**src/rtl/gemm_pkg.sv**
```systemverilog
`default_nettype none
// ============================================================================
// gemm_pkg -- shared types and constants for the GEMM result-drain path
// Revision: 1.0
// ============================================================================
package gemm_pkg;

   localparam int WORD_W     = 128;
   localparam int WORD_LANES = 4;

   typedef logic [7:0] dim_t;

   typedef enum logic [2:0] {
      IDLE  = 3'd0,
      FETCH = 3'd1,
      LOAD  = 3'd2,
      EMIT  = 3'd3,
      DONE  = 3'd4
   } state_e;

endpackage
`default_nettype wire

```
**src/rtl/gemm_word_serializer.sv**
```systemverilog
`default_nettype none
// ============================================================================
// gemm_word_serializer -- holds one C-memory word and streams its lanes out
// Revision: 1.0
// ============================================================================
module gemm_word_serializer
   import gemm_pkg::*;
#(
   parameter int ELEM_W = 32,
   parameter int LANES  = WORD_LANES,
   parameter int LW     = $clog2(LANES + 1)
) (
   input  logic              clk,
   input  logic              reset_n,
   input  logic              load_i,
   input  logic [WORD_W-1:0] word_i,
   input  logic [LW-1:0]     nlanes_i,
   input  logic              last_word_i,
   input  logic              out_ready_i,
   output logic              out_valid_o,
   output logic [ELEM_W-1:0] out_data_o,
   output logic              out_last_o,
   output logic              word_done_o
);

   localparam int SW = (LANES > 1) ? $clog2(LANES) : 1;

   logic [WORD_W-1:0] word_q;
   logic [SW-1:0]     lane_q;
   logic [LW-1:0]     nlanes_q;
   logic              last_word_q;
   logic              valid_q;
   logic              final_lane;
   logic              handshake;
   logic [ELEM_W-1:0] lane_data [LANES];

   for (genvar g = 0; g < LANES; g++) begin : g_lane
      assign lane_data[g] = word_q[g*ELEM_W +: ELEM_W];
   end

   // nlanes_q counts only the lanes that lie inside the matrix
   assign final_lane  = (LW'(lane_q) == nlanes_q - LW'(1));
   assign handshake   = valid_q && out_ready_i;
   assign out_valid_o = valid_q;
   assign out_data_o  = lane_data[lane_q];
   assign out_last_o  = valid_q && last_word_q && final_lane;
   assign word_done_o = handshake && final_lane;

   always_ff @(posedge clk) begin
      if (!reset_n) begin
         word_q      <= '0;
         lane_q      <= '0;
         nlanes_q    <= '0;
         last_word_q <= 1'b0;
         valid_q     <= 1'b0;
      end else if (load_i) begin
         word_q      <= word_i;
         lane_q      <= '0;
         nlanes_q    <= nlanes_i;
         last_word_q <= last_word_i;
         valid_q     <= 1'b1;
      end else if (handshake) begin
         if (final_lane) begin
            valid_q <= 1'b0;
         end else begin
            lane_q <= lane_q + SW'(1);
         end
      end
   end

endmodule
`default_nettype wire

```
**src/rtl/gemm_c_drain.sv**
```systemverilog
`default_nettype none
// ============================================================================
// gemm_c_drain -- reads a row-major result matrix from C memory and streams it
// Revision: 1.0
// ============================================================================
module gemm_c_drain
   import gemm_pkg::*;
#(
   parameter int ADDR_WIDTH = 16,
   parameter int ELEM_W     = 32,
   parameter int LANES      = WORD_LANES
) (
   input  logic                  clk,
   input  logic                  reset_n,
   input  logic                  start,
   input  logic [7:0]            M_dimmension,
   input  logic [7:0]            N_dimmension,
   input  logic [ADDR_WIDTH-1:0] base_addr_C,
   output logic                  read_enable_C,
   output logic [ADDR_WIDTH-1:0] address_C,
   input  logic [WORD_W-1:0]     data_out_C,
   output logic                  out_valid,
   input  logic                  out_ready,
   output logic [ELEM_W-1:0]     out_data,
   output logic                  out_last,
   output logic                  busy,
   output logic                  done
);

   localparam int LW = $clog2(LANES + 1);

   state_e                state_q, state_d;
   dim_t                  m_q, n_q, row_q, wcol_q;
   logic [ADDR_WIDTH-1:0] addr_q;
   logic [9:0]            col_base;
   logic [9:0]            cols_left;
   logic                  row_end;
   logic                  mat_end;
   logic [LW-1:0]         nlanes;
   logic                  load;
   logic                  word_done;

   // Lanes past column N-1 in a row's final word are trimmed via nlanes
   assign col_base  = {2'b00, wcol_q} * 10'(LANES);
   assign cols_left = {2'b00, n_q} - col_base;
   assign row_end   = (cols_left <= 10'(LANES));
   assign mat_end   = row_end && (row_q == m_q - 8'd1);
   assign nlanes    = row_end ? cols_left[LW-1:0] : LW'(LANES);

   always_comb begin
      state_d = state_q;
      load    = 1'b0;
      unique case (state_q)
         IDLE: begin
            if (start) begin
               state_d = (M_dimmension == 8'd0 || N_dimmension == 8'd0) ? DONE : FETCH;
            end
         end
         FETCH: state_d = LOAD;
         LOAD: begin
            load    = 1'b1;
            state_d = EMIT;
         end
         EMIT: begin
            if (word_done) begin
               state_d = mat_end ? DONE : FETCH;
            end
         end
         DONE:    state_d = IDLE;
         default: state_d = IDLE;
      endcase
   end

   always_ff @(posedge clk) begin
      if (!reset_n) begin
         state_q <= IDLE;
         m_q     <= '0;
         n_q     <= '0;
         row_q   <= '0;
         wcol_q  <= '0;
         addr_q  <= '0;
      end else begin
         state_q <= state_d;
         if (state_q == IDLE && start) begin
            m_q    <= M_dimmension;
            n_q    <= N_dimmension;
            row_q  <= '0;
            wcol_q <= '0;
            addr_q <= base_addr_C;
         end else if (word_done) begin
            addr_q <= addr_q + ADDR_WIDTH'(1);
            if (row_end) begin
               wcol_q <= '0;
               row_q  <= row_q + 8'd1;
            end else begin
               wcol_q <= wcol_q + 8'd1;
            end
         end
      end
   end

   assign read_enable_C = (state_q == FETCH);
   assign address_C     = addr_q;
   assign busy          = (state_q == FETCH) || (state_q == LOAD) || (state_q == EMIT);
   assign done          = (state_q == DONE);

   gemm_word_serializer #(
      .ELEM_W (ELEM_W),
      .LANES  (LANES),
      .LW     (LW)
   ) u_ser (
      .clk         (clk),
      .reset_n     (reset_n),
      .load_i      (load),
      .word_i      (data_out_C),
      .nlanes_i    (nlanes),
      .last_word_i (mat_end),
      .out_ready_i (out_ready),
      .out_valid_o (out_valid),
      .out_data_o  (out_data),
      .out_last_o  (out_last),
      .word_done_o (word_done)
   );

endmodule
`default_nettype wire
```
**config.mk**
```make
export PLATFORM = sky130hd
export DESIGN_NAME = gemm_c_drain
export DESIGN_NICKNAME = d
export VERILOG_FILES = /design/src/rtl/gemm_pkg.sv /design/src/rtl/gemm_word_serializer.sv /design/src/rtl/gemm_c_drain.sv
export SDC_FILE = /design/constraint.sdc
export NUM_CORES = 1
export LEC_CHECK = 0
export BUFFER_PORTS_ARGS = -buffer_cell sky130_fd_sc_hd__buf_2
export CORE_AREA = 8 8 134 136
export CTS_CLUSTER_DIAMETER = 50
export DETAILED_ROUTE_END_ITERATION = 6
export DIE_AREA = 0 0 142 144
export PLACE_DENSITY = 0.76
export SYNTH_ARGS = -nofsm -noshare
export SYNTH_HDL_FRONTEND = slang
export SYNTH_SLANG_ARGS = --single-unit
```
**constraint.sdc**
```tcl
create_clock -name clk -period 3.9 [get_ports clk]
set_input_delay 0.78 -clock clk [delete_from_list [all_inputs] [get_ports clk]]
set_output_delay 0.78 -clock clk [all_outputs]
set_load 0.005 [all_outputs]
```
Word-level counts from Yosys, hierarchy flattened
Cells that the tools add are included.
{"block": "word_totals", "ff_bits": 186, "latchBits": 0, "ram_bits": 0, "rom_bits": 0, "input_bits": 164, "out_inout_bits": 53, "elab_cells": 68, "n_memories": 0}
{"block": "op_classes", "add_sub_neg": 7, "multipliers": 0, "div_mod_pow": 0, "magnitude_cmp": 2, "eq_ne": 8, "n_shift": 0, "muxes": 16, "bitwise_logic": 3, "n_reduce_logical": 21}
{"op": "32-bit binary-select mux with 2-bit select", "n": 1}
{"op": "32-bit 2-to-1 mux", "n": 2}
{"op": "16-bit 2-to-1 mux", "n": 2}
{"op": "16-bit by 1-bit adder with 16-bit output, second input constant", "n": 1}
{"op": "8-bit by 1-bit adder with 8-bit output, second input constant", "n": 2}
{"op": "8-bit zero test", "n": 2}
{"op": "3-bit 2-to-1 mux", "n": 5}
{"op": "3-bit one-hot mux with 4 select lines", "n": 1}
{"op": "10-bit by 3-bit less-or-equal comparator with 1-bit output, second input constant", "n": 1}
{"op": "8-bit by 10-bit subtractor with 10-bit output", "n": 1}
{"op": "8-bit == test", "n": 1}
{"op": "8-bit 2-to-1 mux", "n": 1}
{"op": "2-bit AND reduction", "n": 4}
{"op": "8-bit by 1-bit subtractor with 8-bit output, second input constant", "n": 1}
{"op": "3-bit by 2-bit == test with 1-bit output, second input constant", "n": 2}
{"op": "1-bit logical AND", "n": 6}
{"op": "2-bit nonzero test", "n": 3}
{"op": "1-bit 2-to-1 mux", "n": 4}
{"op": "2-bit OR reduction", "n": 2}
{"op": "2-bit by 3-bit == test with 1-bit output", "n": 1}
{"op": "3-bit by 1-bit == test with 1-bit output, second input constant", "n": 1}
{"op": "3-bit == test, second input constant", "n": 1}
{"op": "3-bit >= comparator, second input constant", "n": 1}
{"op": "3-bit zero test", "n": 1}
{"op": "other kinds (7)", "n": 10}

Depth between registers and ports, before layout
{"block": "logic_depth", "depth_word": 6, "ltp_mapped": 12, "mapped_depth_nobuf": 11}

Cells and area by module
A second synthesis with hierarchy kept.
{"block": "hier_totals", "cells_unflattened": 857, "hier_area_um2": 8937.3}
{"mod": "gemm_word_serializer", "n_inst": 1, "cells_each": 496, "area_per_inst_um2": 5994.5, "seq_area_each_um2": 2702.6}
{"mod": "gemm_c_drain", "n_inst": 1, "cells_each": 361, "area_per_inst_um2": 2942.8, "seq_area_each_um2": 1021.0}

Worst setup path after synthesis
No wires, ideal clock.
{"block": "synth_timing", "path_kind": "register -> register", "start": "register wcol_q[0]", "end": "register row_q[4]", "setup_ns": 0.072, "arrival_time_ns": 2.688, "required_ns": 3.828, "setup_slack_ns": 1.140, "path_stages_with_launch": 12, "path_buffers": 1, "period_less_slack_ns": 2.760, "path_cell_list": "dfxtp_1 > ha_1 > inv_1 > fa_1 > a211oi_1 > o21ai_0 > o211ai_1 > o211ai_1 > or3_4 > buf_2 > or3_1 > a21oi_1"}
{"block": "synth_between", "elab_chain_cells": 3}
{"element": "start, declared", "line_no": "gemm_c_drain.sv:33", "source": "dim_t m_q, n_q, row_q, wcol_q;"}
{"element": "start signal, assigned", "line_no": "gemm_c_drain.sv:96", "source": "wcol_q <= wcol_q + 8'd1;"}
{"element": "8-bit by 10-bit subtractor with 10-bit output", "line_no": "gemm_c_drain.sv:45", "source": "assign cols_left = {2'b00, n_q} - col_base;"}
{"element": "10-bit by 3-bit less-or-equal comparator with 1-bit output", "line_no": "gemm_c_drain.sv:46", "source": "assign row_end = (cols_left <= 10'(LANES));"}
{"element": "2-bit AND reduction (no line)"}
{"element": "end signal, assigned", "line_no": "gemm_c_drain.sv:94", "source": "row_q <= row_q + 8'd1;"}
{"element": "end, declared", "line_no": "gemm_c_drain.sv:33"}
No other way between the ends.
A chain may end at the register's enable or synchronous reset.

Final worst setup path
{"block": "layout_timing", "start": "register wcol_q[4]", "end": "register row_q[7]"}
The elaborated chain is that of the path after synthesis.

==> results by stage <==
Outcome:
- The flow ran to the end, and the final reports show no timing, DRC or antenna violations.

Worst setup path:
- The worst setup path is launched from a register.
- The critical path goes through inv_1 > ha_1 > a21o_1 > a211oi_1 > or3_1 > a2111o_1 > or3_4 > or4_1 > a21oi_1.
- The critical path data arrival time is 3.40 ns.
- Along the worst path, the maximum fanout reaches 15.
- The kind of cell adding the most delay to the critical path is simple AND/OR/NAND/NOR gates.
- The count of buffering cells on the critical path with inverters included is 1.
- The worst path required time is approximately 4.3 ns.
- The highest cell delay on the worst timing path is 0.53 ns.
- The worst setup path is captured at a register.
- The slowest stage cell on the critical path is sky130_fd_sc_hd__or4_1.
- The kind of critical path is register to register.

Final layout:
- The post-synthesis to final-layout area growth is 24.31%.
- The cell area after layout is 9610 µm².
- Fill cells in the final layout number 1335.
- In the layout the commonest cells are sky130_fd_sc_hd__buf_2, sky130_fd_sc_hd__dfxtp_1, sky130_fd_sc_hd__a22o_1.
- Leaving out fill and tap cells, the most frequent cell in the layout is sky130_fd_sc_hd__buf_2.
- The fraction of final layout cells sized beyond drive strength 1 is 0.3215.
- The number of nets in the final layout is 1090.

Placed design:
- The placed instances occupy a cell area of 8996 µm².
- The HPWL after detailed placement is ~15000 µm.
- The count of buffers added on input and output ports is ~220.
- The global placement routability congestion is 0.8379.

Clock tree:
- The buffer depth of the longest clock path is 2.
- The CTS H-tree depth is 4.
- For the worst-skew pair, the clock arrives at the later sink with an insertion delay of 0.43 ns.
- The number of buffers inserted by hold repair at cts is 0.
- The post-cts resize count is 0.
- Counting every sink on the clock net gives 186.
- The buffer type at the clock tree root is sky130_fd_sc_hd__clkbuf_16.
- The number of buffers inserted to repair setup after CTS is 0.
- Counting the buffers created by CTS gives 17.
- After clock tree synthesis, the clock-pin slew on the worst setup and hold paths is 0.07 ns.
- TritonCTS built the clock tree.

Global route:
- The first global-routing pass estimated 32280 µm of wire.
- Entering global routing, the biggest net connects 130 pins.
- The global-route usage over all layers is 0.1987.
- The number of antenna violations at the first check in global routing is 2.
- The via count of the first global-routing pass was 6420.
- The total congestion overflow is 0.

Floorplan:
- For this design the top-level I/O count stands at between 200 and 250.
- The core region is 16050 µm².
- The initial core utilization is 0.4816.
- The number of standard-cell rows in the floorplan is 47.
- The floorplan step set the die height to 144 µm.
- The die covers 20450 µm².
- The overall die width is between 100 and 150 µm.

Timing:
- The number of max-slew violations in the final report is 0.
- The time the worst path needs with I/O delays and setup is 3.049 ns.
- The portion of the clock cycle consumed by the worst path in the final layout is 0.7818.
- The final hold violation count is 0.
- Setup repair after global routing left no endpoint under its margin.
- The pin slew with the least headroom to its limit is 0.9474 ns.
- In the final timing run, aggregate negative setup slack is 0 ns.
- The final setup violation count is 0.
- The hold slack is 0.4660 ns.
- The clock skew is 0.006812 ns.
- Timing would allow up to 328.0 MHz.
- The worst slew margin relative to its limit is 0.3684.

Routing:
- The detailed-router iteration count before antenna repair is 5.
- In the final routing, the length of wire on met1 measures 8931 µm.
- Wire segments on met3 add up to 1708 µm in the final route.
- The final layout contains routed wiring with a total length of 20680 µm.
- The via density per instance is 5.612.
- In this run the top signal layer used is met5.
- The routed layout has approximately 6400 vias.
- Summed over all nets, wire length on met2 after detailed routing comes to 9811 µm.
- The DRC violation count after routing is 0.
- Dividing the detail-routed wire length by the instance count gives about 18 µm.
- The number of design-rule violations left by the first detailed-router iteration is 347.
- The number of nets still failing antenna checks after routing is 0.

Pwr:
- For this design the static power due to leakage is 4.022 nW.
- Dividing total power by cell area gives a power density of 463.7 nW/µm².
- The design draws 4.456 mW.
- The maximum vdd drop is 0.3323 mV.

Synth:
- Of the total synthesized cell area, the portion taken by AND, OR, NAND and NOR gates is 0.1054.
- The number of flops mapped to enable cells by yosys is 0.
- The netlist area before placement is around 7700 µm².
- The compound-gate portion of the synthesized area is 0.2148.
- Measured against the total synthesized area, the mux share comes to 0.09969.
- The dominant combinational cell family by area after synthesis is compound AO/OA/AOI/OAI gates.
- The cell count after synthesis came out at 725.
- When the netlist entered floorplanning its net count stood at about 900.
- The netlist uses 52 different library cells.
- After synthesis, the mean cell area works out to 10.66 µm².
- The number of warnings printed during yosys synthesis is 0.
- For this run, the register share of the synthesized area comes to 0.4816.
- Of the total synthesized cell area, the portion taken by XOR and XNOR cells is 0.04305.
- Of the total synthesized cell area, the portion taken by full adders, half adders and majority gates is 0.02039.
- In the synthesized netlist the dominant register cell turns out to be sky130_fd_sc_hd__dfxtp_1.
- The proportion of register bits with asynchronous set or reset after synthesis is 0.
- The number of register bits inferred by synthesis is 186.

Flow run:
- Across the run, the number of max-cap violations was 0.

Worst hold path:
- The path class of the lowest-slack min-delay path is register to register.
## layer usage
layer / global-route usage / vias up
li1: - / 3123
met2: 0.3179 / 213
met1: 0.2473 / 3077
met5: 0 / -
met4: 0.06670 / 4
met3: 0.06603 / 26
## report_power, final
| group | internal (mW) | switching, mW | leakage [nW] |
|---|---|---|---|
| Combinational | 0.280 | 0.288 | 2.21 |
| Sequential | 2.03 | 0.0935 | 1.52 |
| Clock | 0.974 | 0.795 | 0.292 |
| Total | 3.28 | 1.18 | 4.02 |
## cell type report
class / instances / area (µm²) / share of cell area
well taps: 220 / 275.3 / 0.02864
flip-flops and latches: 186 / 3726 / 0.3877
clock buffers: 17 / 425.4 / 0.04427
repair buffers: 225 / 1174 / 0.1221
diodes: 1 / 2.502 / 0.0002604
multi-input cells: 468 / 3761 / 0.3914
inverters: 16 / 60.06 / 0.006249
clock inverters: 15 / 186.4 / 0.01940
## through the flow
step / util / instances / setup WS, ns
2_1_floorplan: - / 725 / 1.140
3_3_place_gp: 0.5604 / 1115 / 0.9483
3_5_place_dp: 0.5604 / 1115 / 0.8343
4_1_cts: 0.5985 / 1147 / 0.8477
5_1_grt: 0.5985 / 1147 / 0.6800
6_report: 0.5986 / 1148 / 0.8510
## sequential cells by signal, summed over array words and instances, names as in the netlist
name and flops:
address_C 16, m_q 8, n_q 8, row_q 8, state_q 3, u_ser.lane_q 2
u_ser.last_word_q 1, u_ser.nlanes_q 3, u_ser.out_valid_o 1, u_ser.word_q 128, wcol_q 8
## worst paths after layout
| path | cells after the start | start | slack, ns | end |
|---|---|---|---|---|
| hold reg to reg | 1 | u_ser.last_word_q | 0.47 | u_ser.last_word_q |
| hold / removal | 1 | u_ser.last_word_q | 0.47 | u_ser.last_word_q |
| setup / recovery | 9 | wcol_q[4] | 0.85 | row_q[7] |
| setup reg to reg | 9 | wcol_q[4] | 0.85 | row_q[7] |
## cells in the mapped netlist, types with 4 or more instances
| cell type | instances | area share |
|---|---|---|
| sky130_fd_sc_hd__xor2_1 | 17 | 0.019 |
| sky130_fd_sc_hd__buf_2 | 4 | 0.0026 |
| sky130_fd_sc_hd__nand3_1 | 10 | 0.0065 |
| sky130_fd_sc_hd__clkbuf_1 | 45 | 0.022 |
| sky130_fd_sc_hd__a21oi_1 | 34 | 0.022 |
| sky130_fd_sc_hd__a22o_1 | 128 | 0.15 |
| sky130_fd_sc_hd__inv_1 | 15 | 0.0073 |
| sky130_fd_sc_hd__nand2_1 | 59 | 0.029 |
| sky130_fd_sc_hd__ha_1 | 11 | 0.018 |
| sky130_fd_sc_hd__nor2_1 | 41 | 0.020 |
| sky130_fd_sc_hd__buf_1 | 6 | 0.0029 |
| sky130_fd_sc_hd__nor4_1 | 7 | 0.0057 |
| sky130_fd_sc_hd__o21ai_0 | 14 | 0.0091 |
| sky130_fd_sc_hd__mux2i_1 | 5 | 0.0065 |
| sky130_fd_sc_hd__mux4_2 | 32 | 0.093 |
| sky130_fd_sc_hd__o31ai_1 | 4 | 0.0039 |
| sky130_fd_sc_hd__xnor2_1 | 21 | 0.024 |
| sky130_fd_sc_hd__a211oi_1 | 14 | 0.014 |
| sky130_fd_sc_hd__dfxtp_1 | 186 | 0.48 |
| sky130_fd_sc_hd__nor3_1 | 7 | 0.0045 |
| sky130_fd_sc_hd__or3_1 | 4 | 0.0032 |
| sky130_fd_sc_hd__and3_1 | 9 | 0.0073 |
| sky130_fd_sc_hd__nand4_1 | 8 | 0.0065 |
## cells by family after synthesis
kind of cell / Yosys count
AO/OA/AOI/OAI: 214
flip-flops: 186
AND/OR/NAND/NOR: 167
buffers and inverters: 71
XOR/XNOR: 38
multiplexers: 37
adder cells (fa/ha/maj): 12
Power figures use the tool's default switching activity.
